File: config.mk
export PLATFORM = sky130hd
export DESIGN_NAME = tfacc_rd_burst
export DESIGN_NICKNAME = d
export VERILOG_FILES = /design/src/rtl/tfacc_pkg.sv /design/src/rtl/tfacc_rfifo.sv /design/src/rtl/tfacc_rd_burst.sv
export SDC_FILE = /design/constraint.sdc
export NUM_CORES = 2
export LEC_CHECK = 0
export CORE_ASPECT_RATIO = 0.7
export CORE_UTILIZATION = 56
export CTS_CLUSTER_DIAMETER = 30
export DETAILED_ROUTE_END_ITERATION = 7
export GPL_ROUTABILITY_DRIVEN = 1
export PLACE_DENSITY = 0.86
export SYNTH_ARGS = -nofsm -noshare
export SYNTH_HDL_FRONTEND = slang
export SYNTH_SLANG_ARGS = --single-unit
export TNS_END_PERCENT = 10
File: constraint.sdc
create_clock -name clk -period 8 [get_ports clk]
set_clock_uncertainty 0.2 [all_clocks]
set_input_delay 1.6 -clock clk [delete_from_list [all_inputs] [get_ports clk]]
set_output_delay 1.6 -clock clk [all_outputs]
set_load 0.02 [all_outputs]
File: src/rtl/tfacc_pkg.sv
// Shared types and constants for the tfacc read path.
// Latency: n/a (package only).
// Backpressure: n/a (package only).
package tfacc_pkg;

   typedef logic [127:0] u128_t;

   // AXI encodings used by the read-burst engine: 16-byte beats, incrementing bursts.
   localparam logic [2:0] AXI_SIZE_16B   = 3'b100;
   localparam logic [1:0] AXI_BURST_INCR = 2'b01;

   // AXI bursts must not cross a 4 KB address boundary.
   localparam int BOUND_4K   = 4096;
   localparam int BEAT_BYTES = 16;

   typedef enum logic [1:0] {
      ST_IDLE  = 2'd0,
      ST_RUN   = 2'd1,
      ST_DRAIN = 2'd2
   } rd_state_t;

   function automatic logic [19:0] min_u20(input logic [19:0] a, input logic [19:0] b);
      return (a < b) ? a : b;
   endfunction

endpackage

File: src/rtl/tfacc_rfifo.sv
// Synchronous read-data FIFO with occupancy count; combinational head read.
// Latency: a write is visible at the head one cycle later.
// Backpressure: writes when full and reads when empty are ignored; the producer tracks space itself.
module tfacc_rfifo
   import tfacc_pkg::*;
#(
   parameter  int DEPTH = 32,
   localparam int CW    = $clog2(DEPTH + 1)
)(
   input  logic          clk,
   input  logic          xrst,
   input  logic          i_wr_vld,
   input  logic [127:0]  i_wr_dat,
   input  logic          i_rd_rdy,
   output logic [127:0]  o_rd_dat,
   output logic          o_empty,
   output logic [CW-1:0] o_count
);

   localparam int AW = (DEPTH > 1) ? $clog2(DEPTH) : 1;

   u128_t         r_mem [DEPTH];
   logic [AW-1:0] r_wptr;
   logic [AW-1:0] r_rptr;
   logic [CW-1:0] r_cnt;
   logic          w_wr;
   logic          w_rd;

   // Pointers wrap explicitly so non-power-of-two depths also work.
   function automatic logic [AW-1:0] bump(input logic [AW-1:0] p);
      return (p == AW'(DEPTH - 1)) ? '0 : p + AW'(1);
   endfunction

   assign w_wr     = i_wr_vld && (r_cnt != CW'(DEPTH));
   assign w_rd     = i_rd_rdy && (r_cnt != '0);
   assign o_rd_dat = r_mem[r_rptr];
   assign o_empty  = (r_cnt == '0);
   assign o_count  = r_cnt;

   // Pointer and occupancy bookkeeping; reset empties the FIFO.
   always_ff @(posedge clk) begin
      if (!xrst) begin
         r_wptr <= '0;
         r_rptr <= '0;
         r_cnt  <= '0;
      end else begin
         if (w_wr) r_wptr <= bump(r_wptr);
         if (w_rd) r_rptr <= bump(r_rptr);
         case ({w_wr, w_rd})
            2'b10:   r_cnt <= r_cnt + CW'(1);
            2'b01:   r_cnt <= r_cnt - CW'(1);
            default: r_cnt <= r_cnt;
         endcase
      end
   end

   // Storage array; contents need no reset because the pointers define validity.
   always_ff @(posedge clk) begin
      if (w_wr) r_mem[r_wptr] <= i_wr_dat;
   end

endmodule

File: src/rtl/tfacc_rd_burst.sv
// Splits a linear read command into AXI INCR bursts and streams the returned beats out in order.
// Latency: R beat to ovalid is 1 cycle when the FIFO is empty; AR issues the cycle after accept.
// Backpressure: oready stalls pop; ARs are only issued when FIFO credit for the whole burst is free.
module tfacc_rd_burst
   import tfacc_pkg::*;
#(
   parameter int MAXLEN = 16,
   parameter int FDEPTH = 2 * MAXLEN
)(
   input  logic         clk,
   input  logic         xrst,
   input  logic         cmd_valid,
   output logic         cmd_ready,
   input  logic [39:0]  cmd_adr,
   input  logic [19:0]  cmd_len,
   output logic         busy,
   output logic         done,
   output logic         err,
   output logic [3:0]   M00_AXI_ARID,
   output logic [39:0]  M00_AXI_ARADDR,
   output logic [7:0]   M00_AXI_ARLEN,
   output logic [2:0]   M00_AXI_ARSIZE,
   output logic [1:0]   M00_AXI_ARBURST,
   output logic         M00_AXI_ARVALID,
   input  logic         M00_AXI_ARREADY,
   input  logic [127:0] M00_AXI_RDATA,
   input  logic [1:0]   M00_AXI_RRESP,
   input  logic         M00_AXI_RLAST,
   input  logic         M00_AXI_RVALID,
   output logic         M00_AXI_RREADY,
   output logic [127:0] od,
   output logic         ovalid,
   input  logic         oready,
   output logic         olast
);

   localparam int CW = $clog2(FDEPTH + 1);

   rd_state_t     r_state;
   rd_state_t     w_state_nx;
   logic [39:0]   r_adr;
   logic [19:0]   r_rem;
   logic [19:0]   r_len;
   logic [19:0]   r_pop_cnt;
   logic [1:0]    r_outs;
   logic [CW-1:0] r_credit;
   logic          r_done;
   logic          r_err;

   logic [19:0]   w_bnd;
   logic [19:0]   w_blen;
   logic          w_accept;
   logic          w_ar_ok;
   logic          w_ar_hs;
   logic          w_r_acc;
   logic          w_pop;
   logic          w_empty;
   logic          w_full;
   logic          w_drained;
   logic [CW-1:0] w_cnt;
   logic [127:0]  w_fifo_dat;

   // Burst length: remaining beats, capped by MAXLEN and by the distance to the next 4 KB page.
   assign w_bnd  = 20'(BOUND_4K / BEAT_BYTES) - 20'(r_adr[11:4]);
   assign w_blen = min_u20(min_u20(r_rem, 20'(MAXLEN)), w_bnd);

   // Issue only with <2 bursts in flight and room reserved for every beat of this burst.
   // Both terms only improve while waiting, so ARVALID cannot drop before ARREADY.
   assign w_ar_ok   = (r_rem != '0) && (r_outs < 2'd2) && (20'(r_credit) >= w_blen);
   assign w_ar_hs   = M00_AXI_ARVALID && M00_AXI_ARREADY;
   assign w_accept  = (r_state == ST_IDLE) && cmd_valid;
   // Beats with nothing outstanding (e.g. leftovers of a burst abandoned by reset) are dropped.
   assign w_r_acc   = M00_AXI_RVALID && (r_outs != 2'd0);
   assign w_pop     = ovalid && oready;
   assign w_full    = (w_cnt == CW'(FDEPTH));
   assign w_drained = (r_outs == 2'd0) && w_empty;

   assign M00_AXI_ARID    = 4'd0;
   assign M00_AXI_ARADDR  = r_adr;
   assign M00_AXI_ARLEN   = 8'(w_blen - 20'd1);
   assign M00_AXI_ARSIZE  = AXI_SIZE_16B;
   assign M00_AXI_ARBURST = AXI_BURST_INCR;
   assign M00_AXI_RREADY  = 1'b1;

   assign od     = w_fifo_dat;
   assign ovalid = !w_empty;
   assign olast  = ovalid && ((r_pop_cnt + 20'd1) == r_len);
   assign done   = r_done;
   assign err    = r_err;

   tfacc_rfifo #(
      .DEPTH(FDEPTH)
   ) u_rfifo (
      .clk      (clk),
      .xrst     (xrst),
      .i_wr_vld (w_r_acc),
      .i_wr_dat (M00_AXI_RDATA),
      .i_rd_rdy (w_pop),
      .o_rd_dat (w_fifo_dat),
      .o_empty  (w_empty),
      .o_count  (w_cnt)
   );

   // State register.
   always_ff @(posedge clk) begin
      if (!xrst) r_state <= ST_IDLE;
      else       r_state <= w_state_nx;
   end

   // Next-state: zero-length commands never leave IDLE; RUN ends with the last AR handshake.
   always_comb begin
      w_state_nx = r_state;
      case (r_state)
         ST_IDLE:  if (cmd_valid && (cmd_len != '0)) w_state_nx = ST_RUN;
         ST_RUN:   if (w_ar_hs && (r_rem == w_blen)) w_state_nx = ST_DRAIN;
         ST_DRAIN: if (w_drained) w_state_nx = ST_IDLE;
         default:  w_state_nx = ST_IDLE;
      endcase
   end

   // State-decoded outputs.
   always_comb begin
      cmd_ready       = 1'b0;
      busy            = 1'b0;
      M00_AXI_ARVALID = 1'b0;
      case (r_state)
         ST_IDLE:  cmd_ready = 1'b1;
         ST_RUN: begin
            busy            = 1'b1;
            M00_AXI_ARVALID = w_ar_ok;
         end
         ST_DRAIN: busy = 1'b1;
         default:  cmd_ready = 1'b0;
      endcase
   end

   // Command bookkeeping: address/remaining advance per burst, popped-beat count, sticky error, done pulse.
   always_ff @(posedge clk) begin
      if (!xrst) begin
         r_adr     <= '0;
         r_rem     <= '0;
         r_len     <= '0;
         r_pop_cnt <= '0;
         r_err     <= 1'b0;
         r_done    <= 1'b0;
      end else begin
         r_done <= (w_accept && (cmd_len == '0)) || ((r_state == ST_DRAIN) && w_drained);
         if (w_accept) begin
            r_adr     <= cmd_adr & ~40'hF;
            r_rem     <= cmd_len;
            r_len     <= cmd_len;
            r_pop_cnt <= '0;
            r_err     <= 1'b0;
         end else begin
            if (w_ar_hs) begin
               r_adr <= r_adr + {16'd0, w_blen, 4'd0};
               r_rem <= r_rem - w_blen;
            end
            if (w_r_acc && (M00_AXI_RRESP != 2'b00)) r_err <= 1'b1;
            if (w_pop) r_pop_cnt <= r_pop_cnt + 20'd1;
         end
      end
   end

   // Bursts in flight: up on AR handshake, down on the last beat of a burst.
   always_ff @(posedge clk) begin
      if (!xrst) begin
         r_outs <= '0;
      end else begin
         case ({w_ar_hs, w_r_acc && M00_AXI_RLAST})
            2'b10:   r_outs <= r_outs + 2'd1;
            2'b01:   r_outs <= r_outs - 2'd1;
            default: r_outs <= r_outs;
         endcase
      end
   end

   // Free FIFO credit: a whole burst is reserved at AR handshake, one beat returned per pop.
   always_ff @(posedge clk) begin
      if (!xrst) begin
         r_credit <= CW'(FDEPTH);
      end else begin
         r_credit <= r_credit - (w_ar_hs ? CW'(w_blen) : '0) + (w_pop ? CW'(1) : '0);
      end
   end

   // An accepted R beat must always find room; the credit scheme makes an overflow unreachable.
   assert property (@(posedge clk) disable iff (!xrst) !(w_r_acc && w_full));

endmodule

==> impl_metrics.tcl <==
set metrics [dict create \
    fmax_ghz 0.1287 \
    criticalPathCategory "reg2out" \
    grt_pass1_vias 89130 \
    fin_crit_sh_pct 97.11 \
    rsz0062_at_grt "false" \
    start_util_pct 56.57 \
    numClockSinks 4225 \
    final_util_pct 65.68 \
    dp_cells 11120 \
    setup_viol_count_final 0 \
    critical_path.endpoint_type "output pin" \
    synth_flop_cell "edfxtp_1" \
    grtUsageTotal_pct 34.11 \
    dieArea_um2 295200 \
    powerDensity_nw_per_um2 294.4 \
    crit_end "M00_AXI_ARVALID" \
    vias 88760 \
    yosys_warnings 0 \
    drc 0 \
    cts_root_buf "clkbuf_16" \
    start_kind "flop" \
    grt_start_max_net_pins 123 \
    yosysTopAreaCellShare_pct 74.96 \
    drive_above_1_share_pct 29.97 \
    hold_viol_final 0 \
    worst_pin_slew_ps 1569 \
    synthMostInstantiatedCell "edfxtp_1" \
    required_ps 6200 \
    routabilityCongestion 0.8519 \
    io_buffers 371 \
    worstRegToRegCells 27 \
    crit_start "r_rem[14]" \
    min_path_type "reg2reg" \
    synth_cells 7092 \
    ir_drop_v 0.0002499 \
    r2r-end "r_credit[5]" \
    ctsHtreeMaxLevel 5 \
    fin_cells 12050 \
    reg2reg_from "r_rem[14]" \
    area_growth_pct 16.12 \
    worst-path-max-fanout 8 \
    antenna_found_initial 62 \
    yosysTopAreaCell "edfxtp_1" \
    grt_pass1_wl_um 699300 \
    numCtsBuffers 485 \
    hpwl_um 223700 \
    fp.dieW_um 649.0 \
    r2r_setup_slack_ps 1190 \
    dp_slack_ps 893.8 \
    clk_latency_ps 1010 \
    clkTransAtPathRegs_ps 50 \
    max-slew-margin-rel_pct -4.827 \
    syn_area_per_cell_um2 23.14 \
    drt_iter0_markers 15060 \
    io_pins 390 \
    yosys-top-cells-count "4,096 x edfxtp_1, 1,280 x mux4_2, 298 x clkbuf_1, 158 x nand2_1, 144 x a21oi_1" \
    cts_tree "done" \
    worst-endpoint-arrival_ps 5970 \
    async_reset_ff_share_pct 0 \
    post-cts-setup-buffers 0 \
    yosys-top-cells-area "edfxtp_1 75%, mux4_2 18%, dfxtp_1 1.6%" \
    synth_edf_count 4096 \
    wl_um 512100 \
    cellLeakagePower_nw 58.11 \
    die_y_um 454.9 \
    fin_ws_ps 230.9 \
    min_period_ps 7769 \
    synth-seq-area-share_pct 76.54 \
    design_area_um2 190500 \
    slew_viol_final 49 \
    antenna_left 0 \
    first_pass_iters 5 \
    synth-seq-cells 4225 \
    synthDistinctLibCells 81 \
    grt_remaining_overflow 0 \
    coreArea_um2 290100 \
    nets 8044 \
    netlist_area_um2 164100 \
    violations "capacitance limit, slew limit" \
    rows 165 \
    dpl_cell_area_um2 173700 \
    wire_per_inst_um 42.50 \
    status "finished, violations left" \
    vias_per_cell 7.367 \
    drv_cap 2 \
    cts_buffer_depth 4 \
]
[final cells by class]
class,count,area (um2)
clock inverter,381,4388
multi-input combinational,2481,37240
sequential,4225,125600
inverter,48,182.7
tap,3841,4806
fill,16680,99540
clock buffer,519,12330
antenna,29,72.57
timing repair buffer,524,5908
[how the worst min path moves through the flow]
stage	startpoint	to	slack [ps]	cells past startpoint
after floorplan	r_len[0]	r_len[0]	250	2
after global routing	r_len[7]	r_len[7]	290	2
final	r_len[16]	r_len[16]	270	2
after global placement	err	err	260	2
after CTS	r_len[4]	r_len[4]	270	2
after detailed placement	r_len[4]	r_len[4]	260	2
[cell usage in the layout, fill, tap and decap left out, drive strengths merged, types with 12 or more instances in the layout]
cell type      netlist  routed
nand3               39      39
dfxtp              129     129
mux4              1280    1280
edfxtp            4096    4096
clkdlybuf4s50        0     370
ha                  80      80
xnor2               63      63
buf                 77     154
a21o                28      28
inv                 47     154
and3                28      28
or3                 16      16
nor2               140     140
o21ai               71      71
a21oi              144     144
nand2              158     158
diode                0      29
clkinvlp             0      49
clkbuf             298     519
nand4               12      12
a31oi               13      13
clkinv               1     170
xor2                44      44
nor3                26      26
mux2               128     128
bufinv               0      56
nor4                17      17
conb                 2      39
[per-stage QoR]
stage | hold WS [ps] | total power [mW] | TNS (ps)
global placement | 257.0 | 32.43 | 0
floorplan | 247.8 | 30.25 | -2524460
CTS | 269.1 | 56.02 | 0
finish | 265.7 | 56.09 | 0
global route | 291.9 | 57.31 | 0
detailed placement | 261.2 | 32.71 | 0
[registers in the layout, summed over array words and instances (netlist names), named ones only]
name,count
u_rfifo.r_wptr,5
M00_AXI_ARADDR,36
r_state,2
done,1
r_outs,2
r_credit,6
r_rem,20
u_rfifo.r_mem,4096
u_rfifo.r_rptr,5
u_rfifo.o_count,6
err,1
r_pop_cnt,20
r_len,20
[logic make-up (layout without fill, tap and decap cells)]
logic type	count (synthesis)	count (layout)	synth area share, %
buffers and inverters	423	1472	1.007
adder cells (fa/ha/maj)	82	82	0.6345
XOR/XNOR	107	107	0.5712
multiplexers	1415	1415	18.49
AO/OA/AOI/OAI	348	348	1.330
other	2	68	0.004577
AND/OR/NAND/NOR	490	490	1.425
flip-flops	4225	4225	76.54
[what timing repair did]
action | 4_1_cts | 5_1_grt
resized for setup | 2 | 1
setup endpoints to repair | 1 | 1
hold buffers | 0 | 0
[metal layers]
metal,vias to the layer above,track usage (%),share of wire [%]
met5,-,0,0.065
met4,48,23.11,7.2
met3,1942,6.970,12
met2,9332,55.75,49
met1,45710,41.76,31
li1,31730,-,-
[critical path, stage by stage (launching register included)]
cell and delay, ps:
dfxtp_1 330, nor4_2 450, and4_2 500, and2_1 210, ha_1 240, nor2b_1 130, o211a_1 240, o21a_1 250
o31ai_2 510, and2_0 440, ha_1 310, a21oi_1 160, nand3b_1 130, a211oi_1 70, o31a_1 320, o21a_1 170
clkdlybuf4s50_1 530
[power by group]
group,leakage [nW],internal (mW),switching (mW)
Clock,8.06,13.3,10.3
Combinational,12.2,3.68,4.19
Sequential,37.9,24.5,0.225
No activity file was read; power rests on OpenSTA's default activity.
